**config.mk**
```make
export PLATFORM = sky130hd
export DESIGN_NAME = clock_ctrl_flat
export DESIGN_NICKNAME = d
export VERILOG_FILES = /design/src/rtl/clock_ctrl_pkg.sv /design/src/rtl/clock_ctrl_if.sv /design/src/rtl/clock_ctrl_time_counter.sv /design/src/rtl/clock_ctrl.sv /design/src/flat_wrapper.sv
export SDC_FILE = /design/constraint.sdc
export NUM_CORES = 1
export LEC_CHECK = 0
export ABC_CLOCK_PERIOD_IN_PS = 1900
export CAP_MARGIN = 20
export CORE_UTILIZATION = 57
export DETAILED_ROUTE_END_ITERATION = 8
export DONT_BUFFER_PORTS = 1
export HOLD_SLACK_MARGIN = 0.1
export MAX_ROUTING_LAYER = met4
export PLACE_DENSITY = 0.75
export REMOVE_ABC_BUFFERS = 1
export SETUP_SLACK_MARGIN = 0.05
export SYNTH_ARGS = -nofsm -noshare
export SYNTH_HDL_FRONTEND = slang
export SYNTH_SLANG_ARGS = --single-unit
export TNS_END_PERCENT = 5
```
**constraint.sdc**
```tcl
create_clock -name clk -period 1.9 [get_ports clk]
set_input_delay 0.475 -clock clk [delete_from_list [all_inputs] [get_ports clk]]
set_output_delay 0.475 -clock clk [all_outputs]
set_load 0.02 [all_outputs]
```
**src/rtl/clock_ctrl_pkg.sv**
```systemverilog
// clock_pkg: shared widths, field limits, mode state codes and a wrapping
// increment helper for the time-of-day controller.
// Ports: none (package).
// Optional feature macro used by the design: CLOCK_CTRL_ALARM_EN.
package clock_pkg;
    localparam int SEC_W = 6;
    localparam int MIN_W = 6;
    localparam int HR_W  = 5;

    localparam logic [SEC_W-1:0] SEC_MAX = 6'd59;
    localparam logic [MIN_W-1:0] MIN_MAX = 6'd59;
    localparam logic [HR_W-1:0]  HR_MAX  = 5'd23;

    typedef enum logic [2:0] {
        RUN        = 3'd0,
        SET_HR     = 3'd1,
        SET_MIN    = 3'd2,
        SET_AL_HR  = 3'd3,
        SET_AL_MIN = 3'd4
    } mode_t;

    // Adds one and wraps to zero after max; callers size-cast in and out.
    function automatic logic [7:0] wrap_inc(input logic [7:0] v, input logic [7:0] max);
        return (v == max) ? 8'd0 : v + 8'd1;
    endfunction
endpackage

```
**src/rtl/clock_ctrl_if.sv**
```systemverilog
// clock_ctrl_if: button inputs and time/status outputs of the clock controller.
// Signals: btn_mode, btn_inc (conditioned button levels), seconds, minutes,
// hours, mode, tick, blink, and alarm_hit when CLOCK_CTRL_ALARM_EN is defined.
// master = environment driving buttons, slave = clock_ctrl.
interface clock_ctrl_if;
    import clock_pkg::*;
    logic             btn_mode;
    logic             btn_inc;
    logic [SEC_W-1:0] seconds;
    logic [MIN_W-1:0] minutes;
    logic [HR_W-1:0]  hours;
    logic [2:0]       mode;
    logic             tick;
    logic             blink;
`ifdef CLOCK_CTRL_ALARM_EN
    logic             alarm_hit;
    modport master (output btn_mode, btn_inc,
                    input  seconds, minutes, hours, mode, tick, blink, alarm_hit);
    modport slave  (input  btn_mode, btn_inc,
                    output seconds, minutes, hours, mode, tick, blink, alarm_hit);
`else
    modport master (output btn_mode, btn_inc,
                    input  seconds, minutes, hours, mode, tick, blink);
    modport slave  (input  btn_mode, btn_inc,
                    output seconds, minutes, hours, mode, tick, blink);
`endif
endinterface

```
**src/rtl/clock_ctrl_time_counter.sv**
```systemverilog
// time_counter: hh:mm:ss registers with all wrap logic.
// Ports: clk, rst_n (async active-low), adv (advance one second),
// inc_hr / inc_min (edit strobes), clr_sec (zero seconds),
// seconds / minutes / hours (registered time).
module time_counter
    import clock_pkg::*;
(
    input  logic             clk,
    input  logic             rst_n,
    input  logic             adv,
    input  logic             inc_hr,
    input  logic             inc_min,
    input  logic             clr_sec,
    output logic [SEC_W-1:0] seconds,
    output logic [MIN_W-1:0] minutes,
    output logic [HR_W-1:0]  hours
);
    logic sec_wrap, min_wrap;

    assign sec_wrap = adv && seconds == SEC_MAX;
    assign min_wrap = sec_wrap && minutes == MIN_MAX;

    always_ff @(posedge clk or negedge rst_n) begin
        if (!rst_n) begin
            seconds <= '0;
            minutes <= '0;
            hours   <= '0;
        end else begin
            if (clr_sec)
                seconds <= '0;
            else if (adv)
                seconds <= SEC_W'(wrap_inc(8'(seconds), 8'(SEC_MAX)));
            if (sec_wrap || inc_min)
                minutes <= MIN_W'(wrap_inc(8'(minutes), 8'(MIN_MAX)));
            if (min_wrap || inc_hr)
                hours <= HR_W'(wrap_inc(8'(hours), 8'(HR_MAX)));
        end
    end
endmodule

```
**src/rtl/clock_ctrl.sv**
```systemverilog
// clock_ctrl: 1 Hz prescaler, button edge detection and set-mode FSM that
// sequences the time_counter; optional alarm comparator.
// Ports: clk, rst_n (async active-low), bus (clock_ctrl_if.slave: buttons in,
// time/mode/tick/blink out, alarm_hit out with CLOCK_CTRL_ALARM_EN).
// Parameter TICK_DIV: clk cycles per one-second tick (>= 2).
// Macro CLOCK_CTRL_ALARM_EN adds alarm registers, SET_AL_* states and alarm_hit.
module clock_ctrl
    import clock_pkg::*;
#(
    parameter int TICK_DIV = 50_000_000
) (
    input  logic         clk,
    input  logic         rst_n,
    clock_ctrl_if.slave  bus
);
    localparam int            PW   = $clog2(TICK_DIV);
    localparam logic [PW-1:0] LAST = PW'(TICK_DIV - 1);
`ifdef CLOCK_CTRL_ALARM_EN
    localparam mode_t LAST_SET = SET_AL_MIN;
`else
    localparam mode_t LAST_SET = SET_MIN;
`endif

    mode_t            state, state_n;
    logic [PW-1:0]    cnt, cnt_n;
    logic             tick, blink, mode_q, inc_q;
    logic             mode_p, inc_p, leave_set, adv;
    logic [SEC_W-1:0] seconds;
    logic [MIN_W-1:0] minutes;
    logic [HR_W-1:0]  hours;

    assign mode_p    = bus.btn_mode & ~mode_q;
    // A mode press in the same cycle wins over an inc press.
    assign inc_p     = bus.btn_inc & ~inc_q & ~mode_p;
    assign leave_set = mode_p && state == LAST_SET;
    assign adv       = tick && state == RUN;
    // Leaving edit mode restarts the second so the next tick is a full period away.
    assign cnt_n     = (leave_set || cnt == LAST) ? '0 : cnt + PW'(1);

    always_comb begin
        state_n = state;
        if (mode_p) begin
            case (state)
                RUN:        state_n = SET_HR;
                SET_HR:     state_n = SET_MIN;
`ifdef CLOCK_CTRL_ALARM_EN
                SET_MIN:    state_n = SET_AL_HR;
                SET_AL_HR:  state_n = SET_AL_MIN;
                SET_AL_MIN: state_n = RUN;
`else
                SET_MIN:    state_n = RUN;
`endif
                default:    state_n = RUN;
            endcase
        end
    end

    always_ff @(posedge clk or negedge rst_n) begin
        if (!rst_n) begin
            state  <= RUN;
            cnt    <= '0;
            tick   <= 1'b0;
            blink  <= 1'b0;
            mode_q <= 1'b0;
            inc_q  <= 1'b0;
        end else begin
            state  <= state_n;
            cnt    <= cnt_n;
            tick   <= cnt_n == LAST;
            mode_q <= bus.btn_mode;
            inc_q  <= bus.btn_inc;
            blink  <= state_n == RUN ? 1'b0 : state_n != state ? 1'b1 : blink ^ tick;
        end
    end

    time_counter u_time (
        .clk     (clk),
        .rst_n   (rst_n),
        .adv     (adv),
        .inc_hr  (inc_p && state == SET_HR),
        .inc_min (inc_p && state == SET_MIN),
        .clr_sec (leave_set),
        .seconds (seconds),
        .minutes (minutes),
        .hours   (hours)
    );

`ifdef CLOCK_CTRL_ALARM_EN
    logic [HR_W-1:0]  al_hr;
    logic [MIN_W-1:0] al_min;
    logic             match, ack, alarm_hit;

    assign match = state == RUN && hours == al_hr && minutes == al_min;

    always_ff @(posedge clk or negedge rst_n) begin
        if (!rst_n) begin
            al_hr     <= '0;
            al_min    <= '0;
            ack       <= 1'b0;
            alarm_hit <= 1'b0;
        end else begin
            if (inc_p && state == SET_AL_HR)
                al_hr <= HR_W'(wrap_inc(8'(al_hr), 8'(HR_MAX)));
            if (inc_p && state == SET_AL_MIN)
                al_min <= MIN_W'(wrap_inc(8'(al_min), 8'(MIN_MAX)));
            // An acknowledge holds the alarm off until the match window ends.
            ack       <= match && (ack || inc_p);
            alarm_hit <= match && !ack && !inc_p && state_n == RUN;
        end
    end

    assign bus.alarm_hit = alarm_hit;
`endif

    assign bus.seconds = seconds;
    assign bus.minutes = minutes;
    assign bus.hours   = hours;
    assign bus.mode    = state;
    assign bus.tick    = tick;
    assign bus.blink   = blink;
endmodule

```
**src/flat_wrapper.sv**
```systemverilog
// flat-port wrapper written by rule: the top's interface ports become plain ports
module clock_ctrl_flat import clock_pkg::*;
#(
    parameter int TICK_DIV = 50_000_000
)
  (clk, rst_n, bus_btn_mode, bus_btn_inc, bus_seconds, bus_minutes, bus_hours, bus_mode, bus_tick, bus_blink);
  clock_ctrl_if bus_i ();
  input  logic clk;
  input  logic rst_n;
  input wire logic [$bits(bus_i.btn_mode)-1:0] bus_btn_mode;
  input wire logic [$bits(bus_i.btn_inc)-1:0] bus_btn_inc;
  output wire logic [$bits(bus_i.seconds)-1:0] bus_seconds;
  output wire logic [$bits(bus_i.minutes)-1:0] bus_minutes;
  output wire logic [$bits(bus_i.hours)-1:0] bus_hours;
  output wire logic [$bits(bus_i.mode)-1:0] bus_mode;
  output wire logic [$bits(bus_i.tick)-1:0] bus_tick;
  output wire logic [$bits(bus_i.blink)-1:0] bus_blink;
  assign bus_i.btn_mode = bus_btn_mode;
  assign bus_i.btn_inc = bus_btn_inc;
  assign bus_seconds = bus_i.seconds;
  assign bus_minutes = bus_i.minutes;
  assign bus_hours = bus_i.hours;
  assign bus_mode = bus_i.mode;
  assign bus_tick = bus_i.tick;
  assign bus_blink = bus_i.blink;
  clock_ctrl #(.TICK_DIV(TICK_DIV)) u_core (.clk(clk), .rst_n(rst_n), .bus(bus_i));
endmodule
```
Word-level counts from Yosys, hierarchy flattened
Index checks and enable logic that the tools add are counted.
{ "word_totals": {"register_bits": 50, "input_bits": 4} }
{ "classes": {"n_addsub": 4, "eq_ne": 8, "muxes": 10, "n_bitwise": 7, "n_reduce_logical": 12} }
{ "ops": {"columns": ["operator", "count"], "rows": [
  ["== test 26 bit (second input constant)", 2],
  ["adder 26 x 1 -> 26 bit (second input constant)", 1],
  ["2-to-1 mux 26 bit", 1],
  ["2-to-1 mux 6 bit", 4],
  ["adder 6 x 1 -> 6 bit (second input constant)", 2],
  ["== test 6 bit (second input constant)", 2],
  ["logical AND 1 bit", 6],
  ["logical NOT 3 bit", 2],
  ["adder 5 x 1 -> 5 bit (second input constant)", 1],
  ["== test 5 bit (second input constant)", 1],
  ["2-to-1 mux 5 bit", 1],
  ["one-hot mux 2 bit (2 select lines)", 1],
  ["bitwise AND 1 bit", 3],
  ["== test 3 x 1 -> 1 bit (second input constant)", 1],
  ["== test 3 x 2 -> 1 bit (second input constant)", 1],
  ["logical OR 1 bit", 3],
  ["2-to-1 mux 3 bit", 1],
  ["!= test 3 bit", 1],
  ["inverter 1 bit", 3],
  ["2-to-1 mux 1 bit", 2],
  ["nonzero test 2 bit", 1],
  ["bitwise XOR 1 bit", 1]
]} }

Logic depth before layout (Yosys ltp)
Gate-level depths: netlist of run 1.
{ "depth": {"word_depth": 6, "ltp_mapped": 6} }

Cells and area by module
Synthesis of run 1 repeated with hierarchy kept, for this count alone.
{ "unflattened": {"hier_cells": 277, "hier_area_um2": 2777.7} }
{ "modules_own_cells": {"columns": ["mod", "n_inst", "cells_per_inst", "area_each_um2", "seq_area_each_um2"], "rows": [
  ["clock_ctrl", 1, 201, 1911.8, 825.8],
  ["time_counter", 1, 76, 865.8, 425.4]
]} }

Least setup slack after synthesis of run 1
No wires, ideal clock.
{ "synth_timing": {"path_kind": "input-to-reg", "startpoint": "input port bus_btn_mode", "endpoint": "register u_core.tick (netlist: u_core.bus.tick)", "setup_ns": 0.096, "t_arrival_ns": 1.919, "required_ns": 1.804, "setup_slack_ns": -0.115, "cell_stages": 6, "path_cell_list": "and2b_4 and3_4 buf_6 or4b_1 a2111o_1 nor4_2"} }
{ "synth_between": {"elab_chain_cells": 5} }
{ "synth_rtl": {"columns": ["item", "line_no", "rtl"], "rows": [
  ["start: declaration", "flat_wrapper.sv:10", "input wire logic [$bits(bus_i.btn_mode)-1:0] bus_btn_mode;"],
  ["bitwise AND 1 bit", "clock_ctrl.sv:32", "assign mode_p = bus.btn_mode & ~mode_q;"],
  ["logical AND 1 bit", "clock_ctrl.sv:35", "assign leave_set = mode_p && state == LAST_SET;"],
  ["logical OR 1 bit", "clock_ctrl.sv:38", "assign cnt_n = (leave_set || cnt == LAST) ? '0 : cnt + PW'(1);"],
  ["2-to-1 mux 26 bit", "clock_ctrl.sv:38", null],
  ["== test 26 bit", "clock_ctrl.sv:69", "tick <= cnt_n == LAST;"],
  ["end signal: assignment", "clock_ctrl.sv:62", "tick <= 1'b0;"],
  ["end signal: assignment", "clock_ctrl.sv:69", null],
  ["end: declaration", "clock_ctrl.sv:26", "logic tick, blink, mode_q, inc_q;"]
]} }
Every way passes these cells.
A chain may end at the register's enable or synchronous reset.

Worst setup path in the final report of run 1
{ "layout_timing": {"startpoint": "register u_core.cnt[4]", "endpoint": "register u_core.tick (netlist: u_core.bus.tick)"} }
{ "layout_between": {"elab_chain_cells": 4, "word_cells_on_any_way": 5} }
{ "layout_rtl": {"columns": ["item", "line_no", "rtl"], "rows": [
  ["start: declaration", "clock_ctrl.sv:25", "logic [PW-1:0] cnt, cnt_n;"],
  ["start signal: assignment", "clock_ctrl.sv:68", "cnt <= cnt_n;"],
  ["branches (longest 2 deep; another with adder 26 x 1 -> 26 bit)", null, null],
  ["2-to-1 mux 26 bit *", "clock_ctrl.sv:38", null],
  ["== test 26 bit *", "clock_ctrl.sv:69", null]
]} }
Every way passes the cells marked *.

==> run_results.csv, run 1 <==
group,metric,value,unit
outcome,status,"completed",
hold_path,min_from,"bus_btn_mode",
clocking,cts_tree,"done",
grt,grt_overflow,0,
critical_path,cp_max_fo,8,
finish,antenna_cells,0,
critical_path,startpoint,"u_core.cnt[4]",
finish,nets,347,
grt,grt_max_degree,51,
synthesis,synth_top_area_cell,"dfrtp_1",
sta,hold_violations,0,
hold_path,min-delay-path-class,"input port to register",
clocking,root_buffer,"clkbuf_8",
synthesis,synth_cells,285,
clocking,h-tree-depth,2,
grt,grt_pass1_vias,2325,
synthesis,ys_seq_area_frac,0.451,
pwr,ir_drop,641,uV
placement,post-dp-hpwl,4.34,mm
pwr,pwr_density_cell,1230,mW/mm2
synthesis,yosysWarnings,0,
sta,drv_slew,0,
critical_path,rr_startpoint,"u_core.cnt[4]",
synthesis,netlist_top_cells_area,"dfrtp_1 (45%), nor2_1 (5.3%), xnor2_1 (4.1%)",
sta,clock.fmax,0.538,GHz
synthesis,synth_top_area_share,0.451,
synthesis,synth_area,0.00277,mm2
sta,fin_crit,1860,ps
route,drt-total-wl,6.09,mm
critical_path,critPathLaunchType,"register",
clocking,clk_pin_slew_worst_paths,100,ps
grt,gr-usage-all-layers,0.265,
sta,finalCritPeriodShare,0.978,
floorplanning,start_util,0.591,
critical_path,ff2ff_setup_slack,40,ps
grt,antenna_found_initial,0,
floorplanning,fp.dieW,71.8,um
finish,drive_gt1_frac,0.282,
pwr,leakage,1.55,nW
job,maxCapViolCount,0,
synthesis,synth_cell_types,59,
critical_path,worstPathArrival,2070,ps
route,avgRoutedWirePerCell,15.5,um
floorplanning,die_y,71.8,um
critical_path,path_cells,"nand4_4, nor3_2, or4b_1, a2111o_1, nor4_2",
synthesis,ys_async_sr_fraction,1.00,
route,vias,2334,
synthesis,synth_edf_count,0,
synthesis,syn_avg_cell_area,9.73,um2
synthesis,synth-seq-cells,50,
clocking,cts_buffer_depth,2,
grt,grt_pass1_wl,10.3,mm
sta,setup_viol,0,
route,post-route-drc-count,0,
finish,utilization,0.738,
floorplanning,pin_count,26,
sta,grt_setup_unrepaired,"true",
clocking,clock_latency,310,ps
floorplanning,core-area,0.00469,mm2
sta,clock_skew,11.1,ps
synthesis,synth_ff_type,"dfrtp_1",
critical_path,max_stage_delay,460,ps
sta,relSlewSlack,0.740,
critical_path,cp.required,2110,ps
route,dr.pass1.iters,4,
placement,gp_congestion,0.868,
sta,tns,0,ps
critical_path,crit_path_top_delay_cell,"or4b_1",
critical_path,criticalPathCategory,"register to register",
clocking,cts.sinks,50,
route,viasPerCell,5.92,
floorplanning,num_rows,25,
clocking,cts_made_buffers,5,
sta,tightest_slew,386,ps
finish,syn2layout_area_growth,24.9,%
route,drtAntennaViolNets,0,
critical_path,worstSetupEndpointType,"register",
placement,io_buffers,0,
route,drt-initial-drc-count,110,
floorplanning,die-area,0.00515,mm2
[layout by cell type, fill, tap and decap left out, types with 5 or more instances in the layout]
master and instances:
nor2_1 38, clkbuf_8 5, nand3_1 14, inv_1 5
xnor2_1 13, xor2_1 12, o21ai_0 11, a21oi_1 8
buf_4 54, nor3_1 5, nand4_1 7, nand2_1 20
and3_1 6, mux2_2 6, dfrtp_1 49
[synth_stat cells, drive strengths merged (2+ instances only)]
library cell / number
a21oi: 8
a31o: 2
a31oi: 4
and3: 7
and3b: 2
and4b: 3
buf: 6
clkbuf: 4
dfrtp: 50
ha: 4
inv: 5
mux2: 6
mux2i: 2
nand2: 20
nand2b: 4
nand3: 15
nand3b: 3
nand4: 9
nor2: 39
nor2b: 3
nor3: 12
nor4: 6
nor4b: 3
o21a: 2
o21ai: 12
o21ba: 2
o31ai: 3
or3: 3
xnor2: 13
xor2: 12
[final timing paths]
path	to	depth (start not counted)
max	u_core.bus.tick	5
min	u_core.mode_q	0
max reg2reg	u_core.bus.tick	5
min reg2reg	u_core.cnt[23]	2
max in group asynchronous	u_core.cnt[2]	2
min in group asynchronous	u_core.u_time.minutes[3]	2
[kinds of logic after synthesis]
group,Yosys count,synth area share
AOI/OAI and AO/OA,46,0.112
xor gates and xnor gates,25,0.0789
adders and majority gates,4,0.0180
buffers and inverters,15,0.0253
DFF,50,0.451
muxes,8,0.0316
and+or+nand+nor,137,0.283
[routing by layer]
metal  vias up  routed length (um)  GRT usage
li1       1143                   -          -
met1      1140                2700      0.314
met2        41                3060      0.458
met3        10                 225     0.0492
met4         0                 106     0.0784
met5         -                   0          -
[flip-flops by register name, summed over array words and instances, names as in the netlist]
register,flops
u_core.mode_q,1
u_core.u_time.hours,5
u_core.u_time.minutes,6
u_core.cnt,26
u_core.u_time.seconds,6
u_core.inc_q,1
u_core.bus.tick,1
u_core.bus.blink,1
u_core.bus.mode,3
[critical path, delay by kind of cell, from the launching register on]
family | cells | cell delay [ps]
compound gates | 1 | 360
flops | 1 | 410
simple gates | 4 | 990
[stage by stage]
step | total power, mW | instances | setup WS, ps | instance area, um2 | hold slack (ps)
finish | 4.25 | 394 | 41.4 | 3460 | 186
global route | 4.53 | 394 | -84.8 | 3460 | 174
CTS | 4.20 | 394 | 56.0 | 3420 | 185
detailed placement | 3.38 | 383 | -28.0 | 3210 | 180
global placement | 3.32 | 383 | -12.4 | 3210 | 180
floorplan | 2.72 | 275 | -26.4 | 2720 | 179
[power by group]
part	leakage [nW]	switching, mW	total [mW]	internal [mW]
Clock	0.0514	0.357	0.750	0.393
Combinational	0.842	0.888	1.68	0.791
Sequential	0.654	0.396	1.82	1.42
[cell type report]
class                   count  area (um2)
inverters                   5        18.8
flip-flops and latches     50        1250
clock inverters             2        37.5
fillers                   338        1230
repair buffers             57         463
clock buffers               6        72.6
well taps                  54        67.6
multi-input cells         220        1550
[what timing repair did]
item	CTS	global route
pin swaps	3	1
endpoints found under the setup margin	1	22
hold buffers	2	0
endpoints found under the hold margin	50	0
resized for setup	10	8
setup buffers	1	0
Note: power is estimated with default switching activity, not from simulation.
==> run 2: changes to the inputs <==
--- a/config.mk
+++ b/config.mk
@@ -10,7 +10,7 @@
 export CORE_UTILIZATION = 57
 export DETAILED_ROUTE_END_ITERATION = 8
 export DONT_BUFFER_PORTS = 1
-export HOLD_SLACK_MARGIN = 0.1
+export HOLD_SLACK_MARGIN = 0.12
 export MAX_ROUTING_LAYER = met4
 export PLACE_DENSITY = 0.75
 export REMOVE_ABC_BUFFERS = 1
==> results of run 2 <==
Same layout as run 1: the final DEF is identical, and so are final timing and power.
